===== src/rtl/hlp_decim.sv =====
// Keep-1-in-DECIM decimator feeding a 4-entry output FIFO with a valid/ready consumer port.
// Optional: define HLP_DECIM_OVF_CNT_EN to add the saturating ovf_count drop counter port.
module hlp_decim #(
  parameter int DECIM = 4
) (
  input  logic        clk,
  input  logic        reset,
  input  logic        clk_enable,
  input  logic [15:0] filter_in,
  output logic [15:0] decim_out,
  output logic        out_valid,
  input  logic        out_ready,
  output logic [2:0]  fifo_level
`ifdef HLP_DECIM_OVF_CNT_EN
  ,
  output logic [7:0]  ovf_count
`endif
);

  localparam logic [4:0] PHASE_LAST = 5'(DECIM - 1);

  logic [4:0]  phase_reg;
  logic [1:0]  wr_ptr_reg;
  logic [1:0]  rd_ptr_reg;
  logic [2:0]  level_reg;
  logic [15:0] mem [4];

  logic kept;
  logic full;
  logic pop;
  logic push;
  logic drop;

  always_comb begin
    kept = clk_enable && (phase_reg == 5'd0);
    full = (level_reg == 3'd4);
    pop  = (level_reg != 3'd0) && out_ready;
    // A pop frees the slot in the same cycle, so a full FIFO still accepts.
    push = kept && (!full || pop);
    drop = kept && full && !pop;
  end

  always_ff @(posedge clk) begin
    if (reset) begin
      phase_reg <= 5'd0;
    end else if (clk_enable) begin
      phase_reg <= (phase_reg == PHASE_LAST) ? 5'd0 : phase_reg + 5'd1;
    end
  end

  always_ff @(posedge clk) begin
    if (reset) begin
      wr_ptr_reg <= 2'd0;
      rd_ptr_reg <= 2'd0;
      level_reg  <= 3'd0;
    end else begin
      if (push) wr_ptr_reg <= wr_ptr_reg + 2'd1;
      if (pop)  rd_ptr_reg <= rd_ptr_reg + 2'd1;
      level_reg <= level_reg + {2'b00, push} - {2'b00, pop};
    end
  end

  // Storage needs no reset: the output is masked to zero whenever the FIFO is empty.
  always_ff @(posedge clk) begin
    if (!reset && push) mem[wr_ptr_reg] <= filter_in;
  end

  always_comb begin
    out_valid  = (level_reg != 3'd0);
    fifo_level = level_reg;
    decim_out  = out_valid ? mem[rd_ptr_reg] : 16'h0000;
  end

`ifdef HLP_DECIM_OVF_CNT_EN
  logic [7:0] ovf_reg;

  always_ff @(posedge clk) begin
    if (reset) begin
      ovf_reg <= 8'd0;
    end else if (drop && (ovf_reg != 8'hFF)) begin
      ovf_reg <= ovf_reg + 8'd1;
    end
  end

  assign ovf_count = ovf_reg;
`else
  logic unused_drop;
  assign unused_drop = drop;
`endif

endmodule


===== config.mk =====
export PLATFORM = sky130hd
export DESIGN_NAME = hlp_decim
export DESIGN_NICKNAME = d
export VERILOG_FILES = /design/src/rtl/hlp_decim.sv
export SDC_FILE = /design/constraint.sdc
export NUM_CORES = 1
export LEC_CHECK = 0
export ABC_AREA = 1
export BUFFER_PORTS_ARGS = -buffer_cell sky130_fd_sc_hd__buf_2
export CORE_UTILIZATION = 49
export CTS_CLUSTER_DIAMETER = 80
export DETAILED_ROUTE_END_ITERATION = 6
export PLACE_DENSITY = 0.69
export SLEW_MARGIN = 30
export SYNTH_ARGS = -nofsm -noshare
export SYNTH_HDL_FRONTEND = slang
export SYNTH_SLANG_ARGS = --single-unit

===== constraint.sdc =====
create_clock -name clk -period 2.9 [get_ports clk]
set_input_delay 0.435 -clock clk [delete_from_list [all_inputs] [get_ports clk]]
set_output_delay 0.435 -clock clk [all_outputs]
set_load 0.01 [all_outputs]

* Word level (Yosys, flattened, before mapping)
Memories as Yosys holds them, arrays and structs flattened. A register that Yosys moved wholly into a read port is not among the register bits. Index checks and enable logic that the tools add are counted. Widths: inputs -> output; s select.
Word-level totals: register bits after elaboration 12, RAM bits 64, input bits 20, output and inout bits 20, word-level logic and storage cells 27, memories 1
Memory list:
- mem | words 4, width 16, read ports 1, clocked after Yosys merged registers in 1, write ports 1, line 26 | logic [15:0] mem [4];
Cells by class: $add $sub $neg 5, equality and inequality tests 2, mux-type cells 6, reductions and logical operators 9
Operators with widths (number):
- $mux 16 | 1
- $add 5x1->5 const B | 1
- $eq 5x2->1 const B | 1
- $logic_not 5->1 | 1
- $mux 5 | 1
- $add 2x1->2 const B | 2
- $logic_and 1x1->1 | 4
- $mux 2 | 2
- $add 3x1->3 | 1
- $eq 3x3->1 const B | 1
- $reduce_bool 3->1 | 1
- $sub 3x1->3 | 1
- $logic_not 1->1 | 2
- $mux 1 | 2
- $logic_or 1x1->1 | 1

* Depth between registers and ports, before layout
Gate-level depths: netlist (run 1).
word-level depth 7, depth in mapped cells 13, mapped depth without buffers 13

* Worst setup path before layout (run 1)
No wires, ideal clock.
path kind register -> register, start register level_reg[1], in the netlist fifo_level[1], end memory mem[0][0] (enable), setup time 0.413 ns, arrival time 2.043 ns, required time 2.487 ns, slack 0.445 ns, stages on the path, launching flop included 5, path buffers 0, clock period less this slack 2.455 ns, cells stage by stage dfxtp_1 -> nor2_1 -> nand2_1 -> nand3_4 -> nor3b_1
On the way: cells in the longest elaborated chain, start to end 7, elaborated cells between the ends (all ways) 9, those cells by class eq/ne: 1; mux: 2; reduce/logical: 6
RTL lines:
- start: declaration | line 25 | logic [2:0] level_reg;
- start signal: assignment | line 59 | level_reg <= level_reg + {2'b00, push} - {2'b00, pop};
- $eq 3x3->1 / $reduce_bool 3->1 (equally long branches) | line 36, 37
- $logic_not 1->1 / $logic_and 1x1->1 (equally long branches) | line 39, 37
- $logic_or 1x1->1 (*) | line 39 | push = kept && (!full || pop);
- $logic_and 1x1->1 (*) | line 39
- $logic_and 1x1->1 (*) | line 65 | if (!reset && push) mem[wr_ptr_reg] <= filter_in;
- $mux 1 (*) | line 65
- $mux 1 (implied by the code) (*) | line 65
- end: declaration | line 26
Mark *: on every way between the ends. The rest lies on a longest branch, timed or not.

==> results of run 1 <==
-- power by group through the flow --
| stage | sequential, mW | clock, mW | combinational (mW) |
|---|---|---|---|
| final | 1.32 | 0.664 | 0.870 |
| after global routing | 1.33 | 0.730 | 0.995 |
| after CTS | 1.33 | 0.677 | 0.889 |
| after detailed placement | 1.35 | 0 | 0.882 |
| after global placement | 1.35 | 0 | 0.867 |
| after floorplan | 1.35 | 0 | 0.580 |
-- per-layer routing --
layer / track usage / share of wire / vias up
li1: - / - / 1046
met1: 0.217 / 0.42 / 927
met2: 0.297 / 0.52 / 40
met3: 0.0467 / 0.041 / 10
met4: 0.108 / 0.015 / 0
met5: 0 / 0 / -
-- metrics by stage --
stage / util / hold WS (ns) / instances
CTS: 0.579 / 0.293 / 409
floorplan: - / 0.463 / 282
detailed placement: 0.554 / 0.488 / 393
global placement: 0.554 / 0.480 / 393
global route: 0.579 / 0.280 / 409
finish: 0.579 / 0.299 / 409
-- cell families after synthesis --
logic type	count (synthesis)	share of synthesized area
buffers and inverters	34	0.0470
adder cells (fa/ha/maj)	9	0.0373
multiplexers	1	0.00310
AND/OR/NAND/NOR	100	0.132
AO/OA/AOI/OAI	56	0.0869
flip-flops	78	0.683
XOR/XNOR	4	0.0109
-- worst max-delay path, stage by stage, from the launching register on --
cell and delay, ns:
dfxtp_1 0.32, buf_4 0.18, inv_1 0.62, o21ai_0 0.22, a21oi_1 0.21, buf_2 0.16
-- final timing paths --
kind,from,end,slack (ns),cells after the start
worst min register to register,phase_reg[4],phase_reg[4],0.50,1
worst max-delay path,flop,decim_out[6],0.40,5
worst min-delay path,filter_in[7],mem[1][7],0.30,1
worst max register to register,phase_reg[0],fifo_level[2],0.83,13
-- cell usage in the layout (no fill, tap or decap), drive strengths merged --
master and instances:
dfxtp 14, nor3b 4, ha 8, a21oi 21
xnor2 1, clkbuf 11, fa 1, o21ai 35
nand4 2, xor2 3, nand2 14, nor3 2
edfxtp 64, buf 46, clkinv 5, mux2i 1
nor2 75, inv 22, nand3 3
-- final cells by class --
type | instances | area, µm²
sequential | 78 | 2200
inverter | 22 | 82.6
timing repair buffer | 46 | 248
fill | 504 | 2670
tap | 77 | 96.3
multi-input combinational | 170 | 891
clock buffer | 11 | 131
clock inverter | 5 | 26.3
==> impl_results.rst, run 1 <==
.. list-table::
   :header-rows: 1

   * - Metric
     - Value
   * - Run status
     - complete, no violations
   * - Layout overhead on the synthesized area
     - 14.0%
   * - Total overflow reported by the global router
     - 0
   * - Category of the worst setup path capture point
     - output pin
   * - Synth Flop Type
     - edfxtp_1
   * - Part of the cycle the worst path needs
     - 0.862
   * - Count of max-cap constraint violations
     - 0
   * - Classification of the worst setup path
     - reg2out
   * - Power share of the combinational group
     - 0.304
   * - Cell area reported after detailed placement
     - 3520 µm²
   * - Final critical path time including I/O delays and setup
     - 2.50 ns
   * - FFs w/ async S/R, synth
     - 0
   * - Post-Syn Area
     - 3220 µm²
   * - ANT nets after route
     - 0
   * - Synthesized area divided by synthesized cell count
     - 11.4 µm²
   * - Count of flip-flops with a built-in enable after synthesis
     - 64
   * - Netlist cell types
     - 24
   * - TritonCTS clock tree
     - yes
   * - Highest Clock Rate
     - 400 MHz
   * - Seq/Total Area, Yosys
     - 0.683
   * - Core area
     - 6350 µm²
   * - Worst path required time
     - 2.47 ns
   * - Total Power Consumption
     - 2.86 mW
   * - Average wire per cell in the routed design
     - 13.9 µm
   * - Unrepaired setup endpoints after global routing
     - false
   * - H-Tree Level Count
     - 3
   * - Share of the synthesized area in the top cell type
     - 0.596
   * - Number of placed I/O pins
     - 40
   * - Worst Hold Class
     - in2reg
   * - Number of pins with negative max-slew slack in the final report
     - 0
   * - Die X-Extent
     - 83.1 µm
   * - Switching part of the total
     - 0.336
   * - Final sum of negative setup slack
     - 0 ns
   * - CP Data Arrival Time
     - 2.07 ns
   * - Final net count
     - 356
   * - Clock-pin slew on the worst setup and hold paths
     - 0.08 ns
   * - Power density over cell area
     - 777 nW/µm²
   * - Post-route DRC
     - 0
   * - Leakage power figure
     - 1.44 nW
   * - Fraction of final layout cells with drive strength greater than 1
     - 0.196
   * - Clock Power Share
     - 0.232
   * - Clk Tree Root Cell
     - clkbuf_8
   * - Most repeated cell in the gate-level netlist after synthesis
     - nor2_1
   * - Drt via density
     - 4.95
   * - Count of cells resized by post-cts repair
     - 0
   * - Number of diodes added for antenna fixing
     - 0
   * - Final HPWL DP
     - 3620 µm
   * - Worst-case clock skew
     - 0.0131 ns
   * - Global-route wire length before repair
     - 9400 µm
   * - Hold Fails Final Rpt
     - 0
   * - Post CTS Setup Buffer Count
     - 0
   * - Sequential Power Share
     - 0.463
   * - Floorplan die area
     - 6910 µm²
   * - Vert. Die Dim
     - 83.1 µm
   * - Count of hold-fix buffers inserted at cts
     - 0
   * - Post-synth net total
     - 311
   * - Maximum fanout along the worst path
     - 32
   * - Setup violators final
     - 0
   * - Area of all placed cells without fillers
     - 3680 µm²
   * - Placement Rows
     - 29
   * - Final WL
     - 5670 µm
   * - Cell taking the most area after synthesis
     - edfxtp_1
   * - Setup slack after placement
     - 0.782 ns
   * - Port Buffers
     - 39
   * - Kind of start point of the critical path
     - flop
   * - Worst slew margin relative to its limit
     - 0.442
   * - Final GP Congestion
     - 0.746
   * - Number of synthesis warnings
     - 0
   * - Detailed-router iteration count before antenna repair
     - 4
   * - Number of flip-flops in the largest register
     - 64
   * - Most numerous cell types in the synthesized netlist
     - 75 x nor2_1, 64 x edfxtp_1, 33 x o21ai_0
   * - Switch Pwr
     - 0.960 mW
   * - Pin count of the biggest net entering global routing
     - 33
   * - Setup slack of the critical path after layout
     - 0.400 ns
   * - Vias in the first global route
     - 1982
   * - Power Internal
     - 1.90 mW
   * - Number of storage elements in the synthesis netlist
     - 78
   * - Number of antenna violations at the first check in global routing
     - 0
   * - Least-Margin Pin Slew
     - 0.836 ns
   * - Number of buffers created by CTS
     - 9
   * - Max Root-Sink Buffers
     - 2
   * - Main area contributors after synthesis
     - edfxtp_1 60%, nor2_1 8.7%, dfxtp_1 8.7%, o21ai_0 5.1%, a21oi_1 3.3%
   * - Number of instances in the synthesized netlist
     - 282
   * - Number of DRC violations after detailed-routing iteration 0
     - 117
   * - VDD IR-drop max
     - 0.485 mV
   * - Insertion delay to the later sink of the worst-skew pair
     - 0.35 ns
   * - Routed via count
     - 2023
   * - Count of clock tree sinks
     - 78
   * - Total track usage
     - 0.182
   * - Initial core utilization
     - 0.508
Note: power is estimated with default switching activity, not from simulation.
==> run 2: changes to the inputs <==
==> constraint.sdc (replaced) <==
create_clock -name clk -period 2.9 [get_ports clk]
set_input_delay 0.725 -clock clk [delete_from_list [all_inputs] [get_ports clk]]
set_output_delay 0.725 -clock clk [all_outputs]
set_load 0.01 [all_outputs]
==> impl_results.rst, run 2 (synthesis gave the netlist of run 1 again) <==
.. list-table::
   :header-rows: 1

   * - Metric
     - Value
   * - Run status
     - complete, no violations (unchanged)
   * - Layout overhead on the synthesized area
     - 15.4% (was 14.0%)
   * - Fraction of final layout cells with drive strength greater than 1
     - 0.193 (was 0.196)
   * - Setup violators final
     - 0 (unchanged)
   * - Number of pins with negative max-slew slack in the final report
     - 0 (unchanged)
   * - Worst path slowest cell
     - inv_1 (unchanged)
   * - Area of all placed cells without fillers
     - 3720 µm² (was 3680 µm²)
   * - Final WL
     - 5680 µm (was 5670 µm)
   * - Worst Hold Class
     - reg2reg (was in2reg)
   * - H-Tree Level Count
     - 3 (unchanged)
   * - Number of antenna violations at the first check in global routing
     - 0 (unchanged)
   * - Unrepaired setup endpoints after global routing
     - false (unchanged)
   * - Setup slack after placement
     - 0.439 ns (was 0.782 ns)
   * - Part of the cycle the worst path needs
     - 0.884 (was 0.862)
   * - Core area
     - 6350 µm² (unchanged)
   * - Least-Margin Pin Slew
     - 0.825 ns (was 0.836 ns)
   * - ANT nets after route
     - 0 (unchanged)
   * - Count of hold-fix buffers inserted at cts
     - 0 (unchanged)
   * - Final sum of negative setup slack
     - 0 ns (unchanged)
   * - Maximum fanout along the worst path
     - 32 (unchanged)
   * - Most common cell after layout, fill and taps aside
     - nor2_1 (unchanged)
   * - Pin count of the biggest net entering global routing
     - 33 (unchanged)
   * - Highest Clock Rate
     - 390 MHz (was 400 MHz)
   * - Hold Fails Final Rpt
     - 0 (unchanged)
   * - Global-route wire length before repair
     - 9250 µm (was 9400 µm)
   * - Cell area reported after detailed placement
     - 3560 µm² (was 3520 µm²)
   * - Category of the worst setup path capture point
     - output pin (unchanged)
   * - VDD IR-drop max
     - 0.443 mV (was 0.485 mV)
   * - Vias in the first global route
     - 2044 (was 1982)
   * - Final GP Congestion
     - 0.737 (was 0.746)
   * - Clock-pin slew on the worst setup and hold paths
     - 0.07 ns (was 0.08 ns)
   * - Cell count after placement
     - 393 (unchanged)
   * - CP Data Arrival Time
     - 1.84 ns (was 2.07 ns)
   * - Number of flip-flops in the largest register
     - 64 (unchanged)
   * - Final net count
     - 356 (unchanged)
   * - Placement Rows
     - 29 (unchanged)
   * - Number of diodes added for antenna fixing
     - 0 (unchanged)
   * - Total overflow reported by the global router
     - 0 (unchanged)
   * - Insertion delay to the later sink of the worst-skew pair
     - 0.35 ns (about the same)
   * - Initial core utilization
     - 0.508 (unchanged)
   * - Floorplan die area
     - 6910 µm² (unchanged)
   * - Leakage power figure
     - 1.44 nW (about the same)
   * - Final critical path time including I/O delays and setup
     - 2.56 ns (was 2.50 ns)
   * - Worst slew margin relative to its limit
     - 0.449 (was 0.442)
   * - Post CTS Setup Buffer Count
     - 0 (unchanged)
   * - Port Buffers
     - 39 (unchanged)
   * - Routed via count
     - 2051 (was 2023)
   * - Average wire per cell in the routed design
     - 13.9 µm (about the same)
   * - Maximum single-stage delay on the critical path
     - 0.59 ns (was 0.62 ns)
   * - Power density over cell area
     - 778 nW/µm² (was 777 nW/µm²)
   * - Detailed-router iteration count before antenna repair
     - 4 (unchanged)
   * - Worst-case clock skew
     - 0.0103 ns (was 0.0131 ns)
   * - Cell chain of the critical path
     - inv_1, o21ai_0, a21oi_1, buf_2 (was buf_4, inv_1, o21ai_0, a21oi_1, buf_2)
   * - Die X-Extent
     - 83.1 µm (unchanged)
   * - Max Root-Sink Buffers
     - 2 (unchanged)
   * - Clk Tree Root Cell
     - clkbuf_8 (unchanged)
   * - Classification of the worst setup path
     - reg2out (unchanged)
   * - Kind of start point of the critical path
     - flop (unchanged)
   * - Count of clock tree sinks
     - 78 (unchanged)
   * - TritonCTS clock tree
     - yes (unchanged)
   * - Number of placed I/O pins
     - 40 (unchanged)
   * - Vert. Die Dim
     - 83.1 µm (unchanged)
   * - Commonest cells after routing, fill and taps aside
     - 75 x nor2_1, 64 x edfxtp_1, 39 x buf_2 (unchanged)
   * - Number of DRC violations after detailed-routing iteration 0
     - 139 (was 117)
   * - Final non-filler cell total
     - 409 (unchanged)
   * - Count of cells resized by post-cts repair
     - 0 (unchanged)
   * - Total track usage
     - 0.179 (was 0.182)
   * - Count of max-cap constraint violations
     - 0 (unchanged)
   * - Drt via density
     - 5.01 (was 4.95)
   * - Number of buffers created by CTS
     - 9 (unchanged)
   * - Filler cell count in the final layout
     - 523 (was 504)
   * - Final HPWL DP
     - 3580 µm (was 3620 µm)
   * - Setup slack of the critical path after layout
     - 0.336 ns (was 0.400 ns)
   * - Worst path required time
     - 2.17 ns (was 2.47 ns)
   * - Total Power Consumption
     - 2.90 mW (was 2.86 mW)
   * - Post-route DRC
     - 0 (unchanged)
[run 2: cell types whose count changed in the layout (fill, tap and decap cells not counted), sizes merged]
| cell | before | now |
|---|---|---|
| clkbuf | 11 | 15 |
| clkinv | 5 | 0 |
| clkinvlp | 0 | 1 |
[run 2: layout make-up]
type / instances / area (µm²) / share of cell area
flip-flops and latches: 78 / 2200 / 0.592
inverters: 22 / 82.6 / 0.0222
well taps: 77 / 96.3 / 0.0259
repair buffers: 46 / 285 / 0.0767
multi-input cells: 170 / 891 / 0.239
clock buffers: 15 / 156 / 0.0420
clock inverters: 1 / 7.51 / 0.00202
[run 2: routing by layer]
metal,vias to the layer above,wire (µm),track usage
met5,-,0,0
met4,0,126,0.114
met3,11,234,0.0447
met2,39,2920,0.309
met1,954,2400,0.196
li1,1047,-,-
[run 2: path summary, 6_finish.rpt]
kind / startpoint / to / slack [ns] / depth (start not counted)
worst max-delay path: flop / decim_out[1] / 0.34 / 4
worst min-delay path: phase_reg[4] / phase_reg[4] / 0.50 / 1
worst max register to register: phase_reg[0] / fifo_level[2] / 0.81 / 13
worst min register to register: phase_reg[4] / phase_reg[4] / 0.50 / 1
[run 2: metrics by stage]
step           hold WS [ns]  utilization
3_5_place_dp          0.492        0.560
6_report              0.503        0.586
4_1_cts               0.509        0.586
2_1_floorplan         0.463            -
3_3_place_gp          0.477        0.560
5_1_grt               0.530        0.586
[run 2: report_power, final]
| part | total [mW] | leakage [nW] | switching (mW) | internal [mW] |
|---|---|---|---|---|
| Combinational | 0.878 | 0.669 | 0.563 | 0.316 |
| Sequential | 1.33 | 0.694 | 0.0465 | 1.28 |
| Clock | 0.688 | 0.0780 | 0.352 | 0.336 |
| Total | 2.90 | 1.44 | 0.961 | 1.94 |
[run 2: worst max-delay path: cells and delay by family (launching register included)]
family | cells | cell delay [ns]
buffers and inverters | 2 | 0.76
DFF | 1 | 0.31
AOI/OAI and AO/OA | 2 | 0.43
